<file path="src/rtl/shift_reg_pkg.sv">
// Shared definitions for the universal shift register.
//   MODE_HOLD : keep every stage
//   MODE_SHR  : stage 0 takes sin_r, data moves toward stage DEPTH-1
//   MODE_SHL  : stage DEPTH-1 takes sin_l, data moves toward stage 0
//   MODE_LOAD : every stage takes its parallel-load slice
package shift_reg_pkg;
  localparam logic [1:0] MODE_HOLD = 2'b00;
  localparam logic [1:0] MODE_SHR  = 2'b01;
  localparam logic [1:0] MODE_SHL  = 2'b10;
  localparam logic [1:0] MODE_LOAD = 2'b11;
endpackage

</file>
<file path="src/rtl/shreg_stage.sv">
// One WIDTH-bit stage of the universal shift register.
// Ports:
//   clk, rst_n   rising-edge clock, synchronous active-low reset
//   en_i         0 forces hold
//   mode_i       operation select (see shift_reg_pkg)
//   prev_i       neighbour at index k-1 (or sin_r for stage 0)
//   next_i       neighbour at index k+1 (or sin_l for the last stage)
//   par_i        parallel load slice for this stage
//   q_o          registered stage value
module shreg_stage
  import shift_reg_pkg::*;
#(
  parameter int WIDTH = 1
) (
  input  logic             clk,
  input  logic             rst_n,
  input  logic             en_i,
  input  logic [1:0]       mode_i,
  input  logic [WIDTH-1:0] prev_i,
  input  logic [WIDTH-1:0] next_i,
  input  logic [WIDTH-1:0] par_i,
  output logic [WIDTH-1:0] q_o
);
  logic [WIDTH-1:0] q_q, q_d;

  always_comb begin
    q_d = q_q;
    if (en_i) begin
      case (mode_i)
        MODE_SHR:  q_d = prev_i;
        MODE_SHL:  q_d = next_i;
        MODE_LOAD: q_d = par_i;
        default:   q_d = q_q;
      endcase
    end
  end

  always_ff @(posedge clk) begin
    if (!rst_n) q_q <= '0;
    else        q_q <= q_d;
  end

  assign q_o = q_q;
endmodule

</file>
<file path="src/rtl/shift_reg_univ.sv">
// Parametrised universal shift register: DEPTH stages of WIDTH bits with
// hold / shift-right / shift-left / parallel load, plus a saturating fill
// counter that never decrements except on reset.
// Ports:
//   clk, reset   rising-edge clock, synchronous active-low reset
//   en, mode     enable and 2-bit operation select
//   sin_r, sin_l serial inputs for right / left shifts
//   pin          parallel load data, stage k = pin[k*WIDTH +: WIDTH]
//   pout         all stages, stage k = pout[k*WIDTH +: WIDTH]
//   sout_r       last stage, sout_l first stage
//   fill, full   count of stages holding shifted/loaded data, fill == DEPTH
module shift_reg_univ
  import shift_reg_pkg::*;
#(
  parameter int WIDTH = 1,
  parameter int DEPTH = 4,
  localparam int FW   = $clog2(DEPTH + 1)
) (
  input  logic                   clk,
  input  logic                   reset,
  input  logic                   en,
  input  logic [1:0]             mode,
  input  logic [WIDTH-1:0]       sin_r,
  input  logic [WIDTH-1:0]       sin_l,
  input  logic [DEPTH*WIDTH-1:0] pin,
  output logic [DEPTH*WIDTH-1:0] pout,
  output logic [WIDTH-1:0]       sout_r,
  output logic [WIDTH-1:0]       sout_l,
  output logic [FW-1:0]          fill,
  output logic                   full
);
  localparam logic [FW-1:0] FILL_MAX = FW'(DEPTH);

  logic [DEPTH-1:0][WIDTH-1:0] stg;
  logic [DEPTH-1:0][WIDTH-1:0] par;
  logic [FW-1:0]               fill_q, fill_d;
  logic                        full_q, full_d;

  assign par = pin;

  for (genvar k = 0; k < DEPTH; k++) begin : g_stage
    logic [WIDTH-1:0] prev_w, next_w;
    if (k == 0) begin : g_first
      assign prev_w = sin_r;
    end else begin : g_prev
      assign prev_w = stg[k-1];
    end
    if (k == DEPTH-1) begin : g_last
      assign next_w = sin_l;
    end else begin : g_next
      assign next_w = stg[k+1];
    end
    shreg_stage #(.WIDTH(WIDTH)) u_stage (
      .clk    (clk),
      .rst_n  (reset),
      .en_i   (en),
      .mode_i (mode),
      .prev_i (prev_w),
      .next_i (next_w),
      .par_i  (par[k]),
      .q_o    (stg[k])
    );
  end

  // Both shift directions count toward fill; load marks every stage valid.
  always_comb begin
    fill_d = fill_q;
    if (en) begin
      case (mode)
        MODE_SHR, MODE_SHL: if (fill_q != FILL_MAX) fill_d = fill_q + FW'(1);
        MODE_LOAD:          fill_d = FILL_MAX;
        default:            fill_d = fill_q;
      endcase
    end
    // full is registered from next-state so it rises on the same edge as fill.
    full_d = (fill_d == FILL_MAX);
  end

  always_ff @(posedge clk) begin
    if (!reset) begin
      fill_q <= '0;
      full_q <= 1'b0;
    end else begin
      fill_q <= fill_d;
      full_q <= full_d;
    end
  end

  assign pout   = stg;
  assign sout_r = stg[DEPTH-1];
  assign sout_l = stg[0];
  assign fill   = fill_q;
  assign full   = full_q;
endmodule

</file>
<file path="config.mk">
export PLATFORM = sky130hd
export DESIGN_NAME = shift_reg_univ
export DESIGN_NICKNAME = d
export VERILOG_FILES = /design/src/rtl/shift_reg_pkg.sv /design/src/rtl/shreg_stage.sv /design/src/rtl/shift_reg_univ.sv
export SDC_FILE = /design/constraint.sdc
export NUM_CORES = 1
export LEC_CHECK = 0
export BUFFER_PORTS_ARGS = -buffer_cell sky130_fd_sc_hd__buf_2
export CORE_AREA = 3 3 40 42
export CTS_BUF_LIST = sky130_fd_sc_hd__clkbuf_16
export DETAILED_ROUTE_END_ITERATION = 8
export DIE_AREA = 0 0 43 45
export PLACE_DENSITY = 0.66
export SETUP_SLACK_MARGIN = 0.4
export SLEW_MARGIN = 30
export SYNTH_ARGS = -nofsm -noshare
export SYNTH_HDL_FRONTEND = slang
export SYNTH_HIERARCHICAL = 1
export SYNTH_SLANG_ARGS = --single-unit
</file>
<file path="constraint.sdc">
create_clock -name clk -period 1.5 [get_ports clk]
set_input_delay 0 -clock clk [delete_from_list [all_inputs] [get_ports clk]]
set_output_delay 0 -clock clk [all_outputs]
set_load 0.01 [all_outputs]
</file>
# --- Word level (Yosys, flattened, before mapping) ---
# Index checks and enable logic that the tools add are counted.
# W data, S select, Z words.
totals:
  regBits: 8
  in_bits: 11
  output_inout_bits: 10
  wordCells: 22
op_classes:
  n_addsub: 1
  n_eq_ne: 5
  mux: 7
  n_reduce_logical: 3
ops:
  columns: ["cell", "count"]
  rows:
  - ["$pmux W1 S3", 4]
  - ["$mux W3", 2]
  - ["$pmux W3 S2", 1]
  - ["$eq A2 B2 Y1 const B", 2]
  - ["$add A3 B1 Y3 const B", 1]
  - ["$eq A3 B3 Y1 const B", 1]
  - ["$ne A3 B3 Y1 const B", 1]
  - ["$reduce_bool A3 Y1", 1]
  - ["$eq A2 B1 Y1 const B", 1]
  - ["$reduce_and A2 Y1", 1]
  - ["$reduce_or A2 Y1", 1]

# --- Longest topological paths before layout ---
# Gate-level depths: netlist of the first run.
logic_depth:
  depth_word: 5
  mapped_depth: 6
  depth_no_buf: 6

# --- By module ---
# Netlist of the first run, hierarchy kept.
by_module_without_submodules:
  columns: ["mod", "n_inst", "cells_each", "area_each_um2", "seq_area_each_um2"]
  rows:
  - ["shift_reg_univ", 1, 33, 284.0, 80.1]
  - ["shreg_stage", 4, 6, 67.6, 20.0]

# --- Least setup slack after synthesis of the first run ---
# Ideal clock, no wire load.
synth_path:
  path_kind: "reg-to-reg"
  startpoint: "register fill_q[0], in the netlist fill[0]"
  endpoint: "register full_q, in the netlist full"
  setup_ns: 0.117
  arrival_ns: 1.163
  required_ns: 1.383
  slack_ns: 0.220
  stages_incl_launch_ff: 7
  n_path_buf: 0
  synth_period_minus_slack_ns: 1.280
  path_cell_list: "dfxtp_1 -> inv_1 -> ha_1 -> nand3b_1 -> o211ai_1 -> a21oi_1 -> and4bb_1"
synth_via:
  elab_chain_len: 5
  elab_cells_between_ends: 6
  classes_between: "add/sub: 1; eq/ne: 2; mux: 3"
synth_lines:
  columns: ["item", "line_no", "rtl"]
  rows:
  - ["from (decl)", "shift_reg_univ.sv:36", "logic [FW-1:0] fill_q, fill_d;"]
  - ["from (signal assigned)", "shift_reg_univ.sv:84", "fill_q <= fill_d;"]
  - ["$add A3 B1 Y3 or $ne A3 B3 Y1 (tied branches)", "shift_reg_univ.sv:70", "MODE_SHR, MODE_SHL: if (fill_q != FILL_MAX) fill_d = fill_q + FW'(1);"]
  - ["$mux W3", "shift_reg_univ.sv:70", null]
  - ["$pmux W3 S2", "shift_reg_univ.sv:69", "case (mode)"]
  - ["$mux W3 (*)", "shift_reg_univ.sv:68", "if (en) begin"]
  - ["$eq A3 B3 Y1 (*)", "shift_reg_univ.sv:76", "full_d = (fill_d == FILL_MAX);"]
  - ["to (signal assigned)", "shift_reg_univ.sv:85", "full_q <= full_d;"]
  - ["to (decl)", "shift_reg_univ.sv:37", "logic full_q, full_d;"]
# Every way passes the cells marked *; elsewhere a longest branch is shown, timed or not.
# A chain may end at the register's enable or synchronous reset.

# --- Final worst setup path of the first run ---
layout_path:
  startpoint: "register fill_q[1], in the netlist fill[1]"
  endpoint: "register full_q, in the netlist full"
# Same word-level chain as after synthesis.

==> results of run 1 <==
## per-layer routing
| layer | track usage (%) | wire length (microns) | vias up |
|---|---|---|---|
| met3 | 4.78 | 93 | 2 |
| met5 | 0 | 0 | - |
| met2 | 21.0 | 578 | 24 |
| met4 | 7.23 | 15 | 0 |
| met1 | 16.1 | 512 | 233 |
| li1 | - | - | 256 |
## cell type report
class / count / area (sq um) / area share (%)
clock buffer: 3 / 75.1 / 9.97
clock inverter: 1 / 3.75 / 0.498
inverter: 4 / 17.5 / 2.33
multi-input combinational: 41 / 365 / 48.5
sequential: 8 / 165 / 21.9
tap: 15 / 18.8 / 2.49
timing repair buffer: 21 / 108 / 14.3
## cell families (layout without fill, tap and decap cells)
group	count (synthesis)	count (layout)
DFF	8	8
muxes	4	4
AOI/OAI and AO/OA	19	19
and+or+nand+nor	14	14
buffers and inverters	8	29
adders and majority gates	4	4
## Yosys cell counts
cell / n
and4bb_1: 1
nand2b_1: 1
buf_4: 4
nand2_1: 1
and2b_4: 1
mux2i_1: 4
and3_1: 1
a21oi_1: 3
a31oi_1: 4
ha_1: 4
o21ai_0: 1
dfxtp_1: 8
nand4bb_2: 4
and2_1: 1
a31o_1: 1
nand3_1: 1
inv_1: 4
o211ai_1: 5
nand3b_1: 1
nor2_1: 2
o21a_1: 5
## where the power goes
group          leakage, nW  switching, W  internal, W
Clock               0.0423      0.000114     0.000348
Sequential          0.0671     0.0000130     0.000229
Combinational        0.237     0.0000684    0.0000696
Total                0.346      0.000195     0.000646
## what timing repair did
action | 4_1_cts | 5_1_grt
pin swaps | 2 | 0
setup endpoints to repair | 2 | 2
resized for setup | 1 | 1
## state kept, by name, indices dropped and copies added (netlist names)
signal	cells
g_stage.u_stage/q_o	4
fill	3
full	1
## how the worst max path moves through the flow
| stage | depth (start not counted) | slack [ps] | to | startpoint |
|---|---|---|---|---|
| 6_report | 6 | 310 | full | fill[1] |
| 4_1_cts | 6 | 290 | full | fill[1] |
| 3_5_place_dp | 7 | 200 | full | mode[0] |
| 5_1_grt | 6 | 250 | full | fill[1] |
| 2_1_floorplan | 6 | 350 | full | fill[0] |
| 3_3_place_gp | 7 | 240 | full | mode[0] |
## metrics by stage
| step | worst slack [ps] | power [W] | instance area (sq um) | hold slack (ps) | std cells |
|---|---|---|---|---|---|
| floorplan | 348 | 0.000331 | 572 | 101 | 57 |
| global placement | 240 | 0.000381 | 668 | 296 | 89 |
| detailed placement | 203 | 0.000383 | 668 | 294 | 89 |
| CTS | 289 | 0.000856 | 749 | 47.0 | 93 |
| global route | 250 | 0.000887 | 753 | 52.6 | 93 |
| finish | 313 | 0.000842 | 753 | 51.1 | 93 |
## layout by cell type, fill, tap and decap left out, drive strengths merged
master	count
and4bb	1
o211ai	5
o21ai	1
nand4bb	4
mux2i	4
and2	1
and3	1
o21a	5
a31oi	4
dfxtp	8
nand2	1
inv	5
buf	21
clkbuf	3
a31o	1
nand2b	1
and2b	1
a21oi	3
nand3b	1
nand3	1
ha	4
nor2	2
==> key figures, run 1 <==
Drt
  – DRC: 0
  – Vias/cell: 5.54
  – DRT Pass-1 Iters: 4
  – Drt initial violations: 7
  – Vias: 515
  – Mean routed wirelength per cell: 12.9 microns
  – Antenna-violating nets left: 0
  – Final wirelength: 1200 microns

CTS
  – Setup Fix Bufs, Post-CTS: 0
  – CTS tree: built
  – Cts hold-fix bufs: 0
  – Htree depth: 1
  – Clock buffer count from CTS: 3
  – Clock Latency Late Sink: 230 ps
  – Clock Path Buffers: 2
  – CTS root buf: clkbuf_16
  – Clock Sinks: 8
  – Clock Pin Slew Worst Setup and Hold Paths: 40 ps

Synth
  – Register area share after synthesis: 28.9%
  – Cells after Synth: 57
  – Netlist cell types: 21
  – Register bit total from synthesis: 8
  – Post-synth net total: 72
  – Post-synthesis mux area share: 7.22%
  – Mapped Area: 554 sq um
  – Simple-Gate Fraction of Synth Area: 23.5%
  – Synth Area in Compound Gates: 23.3%
  – Share of the synthesized area in the top cell type: 28.9%
  – Yosys top cell by area: dfxtp_1
  – Synthesized area per cell: 9.72 sq um
  – XOR/XNOR Fraction of Synth Area: 0%
  – Ranking of synthesized cells by area: dfxtp_1, nand4bb_2, ha_1
  – Synth warn: 6
  – Largest family of logic cells by synthesized area: simple AND/OR/NAND/NOR gates
  – Adder-cell share of the synthesized area: 9.03%

Power and ir drop
  – Peak supply drop: 0.000681 V
  – P_leak: 0.346 nW
  – PD cells: 1120 nW/um^2

Finish
  – Ant diodes: 0
  – Nets: 94
  – Fin util: 58.6%
  – FILL cells: 122
  – Area growth syn-to-layout: 35.9%
  – Share of layout cells above drive strength 1: 44.9%

GRT
  – Total track usage: 13.4%
  – First-pass GRT wire length: 1880 microns
  – Grt total ovfl: 0
  – Vias in the first global route: 447
  – Largest net degree at the start of global routing: 15
  – Initial antenna violation count: 0

Critical path
  – Reg-to-reg setup timing slack: 310 ps
  – Critical path capture point type: flop
  – CP top delay family: flip-flops
  – Reg2reg path depth: 6
  – CP Cell Sequence: inv_4 > ha_4 > nand3b_1 > o211ai_1 > a21oi_2 > and4bb_1
  – RR Endpoint: full
  – Reg2reg start: fill[1]
  – Worst Path Required: 1620 ps
  – Setup CP Type: reg -> reg
  – Max stage delay on crit path: 360 ps
  – Slowest CP cell: dfxtp_4
  – WP buf/inv: 1
  – Critical Path AT: 1310 ps
  – Startpoint types: flop
  – Crit path max fanout: 4

Placement
  – Buffers added on ports: 20
  – GPL Wtd Cong: 0.689
  – DP HPWL: 874 microns

Floorplan
  – Core Box Area: 1280 sq um
  – Die Wd: 43 microns
  – Starting density of the core: 43.1%
  – Die footprint: 1940 sq um
  – DIE HEIGHT: 45 microns
  – Row cnt: 13
  – IO Pins: 21

Timing
  – Setup TNS: 0 ps
  – Setup violations, final: 0
  – Slew margin rel.: 81.4%
  – Post-Route Skew: 0.431 ps
  – Slew Viols, Final: 0
  – Hold Violations, Final: 0
  – Maximum clock frequency: 843 MHz
  – Crit path time final: 1190 ps
  – RSZ-0062 raised after global routing: yes
  – Final cycle utilization of the critical path: 79.1%
  – Slew at the pin closest to its max-slew limit: 279 ps

Outcome
  – Status: completed

Min path
  – Worst Hold End: fill[1]
  – Hold depth: 2
  – Hold Crit Start: reset
  – Worst min-delay path class: in -> reg

Flow run
  – Max cap viols: 0
(Power assumes the default switching activity.)
==> run 2: changes to the inputs <==
Settings changed: ABC_AREA from default to 1, CORE_AREA 3 3 40 42 to default, CORE_MARGIN from default to 3, CORE_UTILIZATION from default to 43, DIE_AREA 0 0 43 45 to default, PLACE_DENSITY 0.66 to 0.69.
Clock period 1.5 ns to 1.09 ns, I/O delays scaled along.
==> key figures, run 2 <==
Power and ir drop
  – Tot Pwr: 0.00128 W
  – P_leak: 0.524 nW
  – PD cells: 1300 nW/um^2
  – Comb pwr share: 24.7%
  – Peak supply drop: 0.00157 V
  – Clock share of power: 48.1%
  – Int Pwr: 0.000945 W
  – Psw: 0.000334 W
  – Sequential power share: 27.2%
  – Switch share: 26.1%

CTS
  – Cts hold-fix bufs: 0
  – Clock Latency Late Sink: 230 ps
  – Clock Path Buffers: 2
  – Clock Sinks: 8
  – CTS root buf: clkbuf_16
  – CTS tree: built
  – Htree depth: 1
  – Clock buffer count from CTS: 3
  – Clock Pin Slew Worst Setup and Hold Paths: 40 ps

GRT
  – Total track usage: 19.2%
  – Initial antenna violation count: 0
  – Largest net degree at the start of global routing: 18
  – Grt total ovfl: 0
  – Vias in the first global route: 671
  – First-pass GRT wire length: 2720 microns

Critical path
  – Crit path max fanout: 3
  – CP top delay family: flip-flops
  – Critical path capture point type: flop
  – WP buf/inv: 1
  – CP Cell Sequence: inv_2 > ha_4 > nand2_1 > nand2_1 > o21ai_2 > nand3_1 > nor2_1
  – Max stage delay on crit path: 350 ps
  – Worst Path Required: 1250 ps
  – Startpoint types: flop
  – Critical Path AT: 1230 ps
  – Setup CP Type: reg -> reg
  – Critical Path Most Common Cell: nand2_1
  – Slowest CP cell: dfxtp_4

Timing
  – RSZ-0062 raised after global routing: yes
  – Slew at the pin closest to its max-slew limit: 228 ps
  – Post-Route Skew: 1.61 ps
  – Setup violations, final: 0
  – Slew Viols, Final: 0
  – Slew margin rel.: 84.7%
  – Crit path time final: 1060 ps
  – Maximum clock frequency: 939 MHz
  – Final cycle utilization of the critical path: 97.7%
  – Hold Violations, Final: 0

Floorplan
  – IO Pins: 21
  – DIE HEIGHT: 44.0 microns
  – Row cnt: 13
  – Die Wd: 44.0 microns
  – Core Box Area: 1330 sq um
  – Starting density of the core: 46.5%
  – Die footprint: 1940 sq um

Synth
  – Most frequent cell after synthesis: nand2_1
  – Cells after Synth: 106
  – Register area share after synthesis: 25.8%
  – EDFF count, synth: 0
  – Mapped Area: 621 sq um
  – Commonest cells post-synth: nand2_1, inv_1, nand3_1, nor2_1, dfxtp_1
  – Synth warn: 6
  – XOR/XNOR Fraction of Synth Area: 0%
  – Ranking of synthesized cells by area: dfxtp_1, nand2_1, inv_1
  – Synthesized area per cell: 5.85 sq um
  – Post-synth net total: 121
  – Post-synth ARST share: 0%
  – Simple-Gate Fraction of Synth Area: 43.1%
  – Largest family of logic cells by synthesized area: simple AND/OR/NAND/NOR gates
  – Synth Flop Type: dfxtp_1
  – Yosys top cell by area: dfxtp_1
  – Netlist cell types: 15
  – Adder-cell share of the synthesized area: 8.06%
  – Share of the synthesized area in the top cell type: 25.8%
  – Post-synthesis mux area share: 0%
  – Synth Area in Compound Gates: 4.84%
  – Register bit total from synthesis: 8

Drt
  – Final wirelength: 1610 microns
  – DRT Pass-1 Iters: 4
  – DRC: 0
  – Uppermost layer routed: met4
  – Vias/cell: 4.83
  – Met2 wire len: 779 microns
  – Met1 Wirelength: 709 microns
  – Drt initial violations: 15
  – Mean routed wirelength per cell: 11.0 microns
  – Vias: 710
  – Antenna-violating nets left: 0
  – Met3 Wirelength: 113 microns

Finish
  – Max reg flops: 4
  – Nets: 149
  – Fin util: 73.8%
  – FILL cells: 99
  – Most frequent cells in the layout: nand2_1, inv_1, nor2_1, nand3_1, buf_2
  – Area growth syn-to-layout: 58.7%
  – Ant diodes: 0
  – Share of layout cells above drive strength 1: 43.2%
  – Commonest non-fill, non-tap cell in the layout: nand2_1

Placement
  – DP HPWL: 1080 microns
  – GPL Wtd Cong: 0.790
  – Buffers added on ports: 20

Outcome
  – Status: completed

Flow run
  – Max cap viols: 0

Min path
  – Worst min-delay path class: in -> reg
[run 2: cell count changes after synthesis, moves of 2 or more]
cell       previous run  this run
nand2_1               1        29
inv_1                 4        20
nand3_1               1        15
nor2_1                2        15
o211ai_1              5         0
o21a_1                5         0
a31oi_1               4         0
mux2i_1               4         0
nand4bb_2             4         0
o21ai_0               1         4
a21oi_1               3         1
[run 2: kinds of logic (layout without fill, tap and decap cells)]
logic type,Yosys count,count (layout)
buf+inv,26,52
flops,8,8
simple gates,62,62
compound gates,6,6
fa+ha+maj,4,4
[run 2: worst paths after layout]
| check | end | from | slack (ps) | cells past startpoint |
|---|---|---|---|---|
| setup reg to reg | full | fill[1] | 30 | 7 |
| setup / recovery | full | fill[1] | 30 | 7 |
| hold / removal | g_stage[1].u_stage/q_o | reset | 40 | 3 |
| hold reg to reg | g_stage[1].u_stage/q_o | g_stage[1].u_stage/q_o | 560 | 4 |
[run 2: timing repair]
action | 4_1_cts | 5_1_grt
endpoints found under the hold margin | 0 | 0
pin swaps | 5 | 15
endpoints found under the setup margin | 17 | 17
setup buffers | 3 | 1
gates resized for setup | 14 | 16
[run 2: metrics by stage]
stage	setup slack, ps	hold slack, ps	instance area, sq um	TNS (ps)	std cells
3_5_place_dp	13.0	284	762	0	140
6_report	25.4	37.0	985	0	147
3_3_place_gp	23.5	282	762	0	140
4_1_cts	22.9	38.0	925	0	146
2_1_floorplan	85.1	118	651	0	106
5_1_grt	-4.46	56.8	985	-4.46	147
[run 2: cell type report]
type | count | area, sq um | area share [%]
flip-flops and latches | 8 | 186 | 18.9
repair buffers | 27 | 213 | 21.6
multi-input cells | 72 | 407 | 41.3
well taps | 15 | 18.8 | 1.91
inverters | 22 | 85.1 | 8.64
clock buffers | 3 | 75.1 | 7.62
[run 2: power groups by stage]
| stage | Clock [W] | Combinational [W] | Sequential (W) |
|---|---|---|---|
| 2_1_floorplan | 0 | 0.000152 | 0.000354 |
| 3_3_place_gp | 0 | 0.000239 | 0.000347 |
| 3_5_place_dp | 0 | 0.000243 | 0.000348 |
| 4_1_cts | 0.000636 | 0.000291 | 0.000349 |
| 5_1_grt | 0.000642 | 0.000350 | 0.000352 |
| 6_report | 0.000616 | 0.000316 | 0.000348 |
[run 2: worst register-to-register path: cells and delay by family, from the launching register on]
| kind | cells | cell delay (ps) |
|---|---|---|
| AOI/OAI and AO/OA | 1 | 70 |
| adders and majority gates | 1 | 220 |
| buffers and inverters | 1 | 40 |
| DFF | 1 | 350 |
| and+or+nand+nor | 4 | 310 |
[run 2: routing by layer]
metal | global-route usage, % | vias to the layer above
met3 | 7.88 | 2
met4 | 7.23 | 0
met5 | 0 | -
li1 | - | 372
met2 | 34.0 | 27
met1 | 19.9 | 309
==> run 3: changes to the inputs <==
Settings changed: BUFFER_PORTS_ARGS -buffer_cell sky130_fd_sc_hd__buf_2 to default, CORE_AREA from default to 3 3 40 42, CORE_MARGIN 3 to default, CORE_UTILIZATION 43 to default, DIE_AREA from default to 0 0 43 45, DONT_BUFFER_PORTS from default to 1, PLACE_DENSITY 0.69 to 0.6.
==> key figures, run 3 (synthesized netlist as in run 2, its figures left out) <==
Outcome
  – Failing checks: negative hold slack
  – Status: finished with violations

Drt
  – DRC: 0
  – Final wirelength: 1420 microns
  – Mean routed wirelength per cell: 11.5 microns
  – Antenna-violating nets left: 0
  – DRT Pass-1 Iters: 4
  – Vias/cell: 5.05
  – Vias: 626
  – Drt initial violations: 5

Timing
  – Final hold slack: -44.7 ps
  – Slew Viols, Final: 0
  – Hold Violations, Final: 4
  – Final cycle utilization of the critical path: 96.3%
  – Setup TNS: 0 ps
  – Slew margin rel.: 84.7%
  – Post-Route Skew: 2.07 ps
  – RSZ-0062 raised after global routing: yes
  – Setup violations, final: 0
  – Crit path time final: 1050 ps
  – Slew at the pin closest to its max-slew limit: 230 ps
  – Maximum clock frequency: 952 MHz

CTS
  – Clock Sinks: 8
  – Clock Pin Slew Worst Setup and Hold Paths: 40 ps
  – Clock buffer count from CTS: 3
  – Clock Path Buffers: 2
  – CTS root buf: clkbuf_16
  – Clock Latency Late Sink: 230 ps
  – Cts hold-fix bufs: 1
  – CTS tree: built
  – Htree depth: 1
  – Setup Fix Bufs, Post-CTS: 0

GRT
  – Initial antenna violation count: 0
  – Vias in the first global route: 514
  – Largest net degree at the start of global routing: 19
  – First-pass GRT wire length: 2260 microns
  – Total track usage: 16.0%
  – Grt total ovfl: 0

Finish
  – Nets: 126
  – Commonest non-fill, non-tap cell in the layout: nand2_1
  – Area growth syn-to-layout: 31.0%
  – Ant diodes: 0
  – Max reg flops: 4
  – Most frequent cells in the layout: nand2_1, inv_1, nor2_1, nand3_1
  – Fin util: 63.3%
  – Share of layout cells above drive strength 1: 32.1%

Floorplan
  – IO Pins: 21
  – Die footprint: 1940 sq um
  – Starting density of the core: 48.3%
  – Core Box Area: 1280 sq um
  – Die Wd: 43 microns
  – DIE HEIGHT: 45 microns
  – Row cnt: 13

Critical path
  – Slowest CP cell: dfxtp_4
  – Max stage delay on crit path: 360 ps
  – RR Endpoint: full
  – Critical path capture point type: flop
  – Critical Path Most Common Cell: nand2_2
  – CP top delay family: flip-flops
  – WP buf/inv: 1
  – Reg2reg start: fill[0]
  – Startpoint types: flop
  – Setup CP Type: reg -> reg
  – Critical Path AT: 1220 ps
  – Reg2reg path depth: 7
  – Crit path max fanout: 3
  – CP Cell Sequence: inv_4 > ha_4 > nand2_2 > nand2_2 > o21ai_2 > nand3_1 > nor2_1
  – Worst Path Required: 1260 ps
  – CP Launch Point: fill[0]
  – Reg-to-reg setup timing slack: 40 ps

Placement
  – Buffers added on ports: 0
  – GPL Wtd Cong: 0.761
  – DP HPWL: 983 microns

Power and ir drop
  – P_leak: 0.417 nW
  – Int Pwr: 0.000881 W
  – Clock share of power: 52.5%
  – PD cells: 1440 nW/um^2
  – Psw: 0.000293 W
  – Switch share: 24.9%
  – Comb pwr share: 17.2%
  – Peak supply drop: 0.000911 V
  – Sequential power share: 30.4%

Min path
  – Hold Crit Start: en
  – Worst min-delay path class: in -> reg
  – Worst Hold End: g_stage[1].u_stage/q_o
  – Hold depth: 3

Flow run
  – Max cap viols: 0
run 3: power by group through the flow:
stage | combinational (W) | clock (W) | sequential, W
2_1_floorplan | 0.000152 | 0 | 0.000354
3_3_place_gp | 0.000167 | 0 | 0.000362
3_5_place_dp | 0.000171 | 0 | 0.000361
4_1_cts | 0.000186 | 0.000634 | 0.000358
5_1_grt | 0.000234 | 0.000646 | 0.000360
6_report | 0.000202 | 0.000616 | 0.000357
run 3: repair_timing:
item | 4_1_cts | 5_1_grt
gates resized for setup | 12 | 12
pin swaps | 4 | 8
hold endpoints to repair | 6 | 3
setup endpoints to repair | 11 | 11
run 3: worst max path at each step:
stage	to	slack, ps	cells past startpoint
2_1_floorplan	full	90	7
3_3_place_gp	full	40	7
3_5_place_dp	full	10	7
4_1_cts	full	50	8
5_1_grt	full	-20	7
6_report	full	40	7
run 3: area by class of cell:
| type | instances | area [sq um] |
|---|---|---|
| clock buffers | 3 | 75.1 |
| flip-flops and latches | 8 | 186 |
| fillers | 122 | 472 |
| inverters | 22 | 85.1 |
| repair buffers | 4 | 38.8 |
| well taps | 15 | 18.8 |
| multi-input cells | 72 | 409 |
run 3: worst reg2reg max path: stages (launching register included):
cell	delay [ps]
dfxtp_4	360
inv_4	40
ha_4	220
nand2_2	50
nand2_2	50
o21ai_2	70
nand3_1	90
nor2_1	100
run 3: per-stage QoR:
stage,hold slack (ps),total power (W),worst slack (ps),area [sq um],instances
6_report,-44.7,0.00117,39.9,813,124
5_1_grt,-46.7,0.00124,-20.3,813,124
4_1_cts,-41.0,0.00118,49.1,781,124
3_5_place_dp,126,0.000532,13.2,662,120
3_3_place_gp,125,0.000529,42.9,662,120
2_1_floorplan,118,0.000506,85.1,651,106
run 3: per-layer routing:
layer / wire length (microns) / track usage, %
met4: 24 / 9.04
met2: 636 / 24.0
met3: 75 / 5.18
met5: 0 / 0
met1: 683 / 20.2
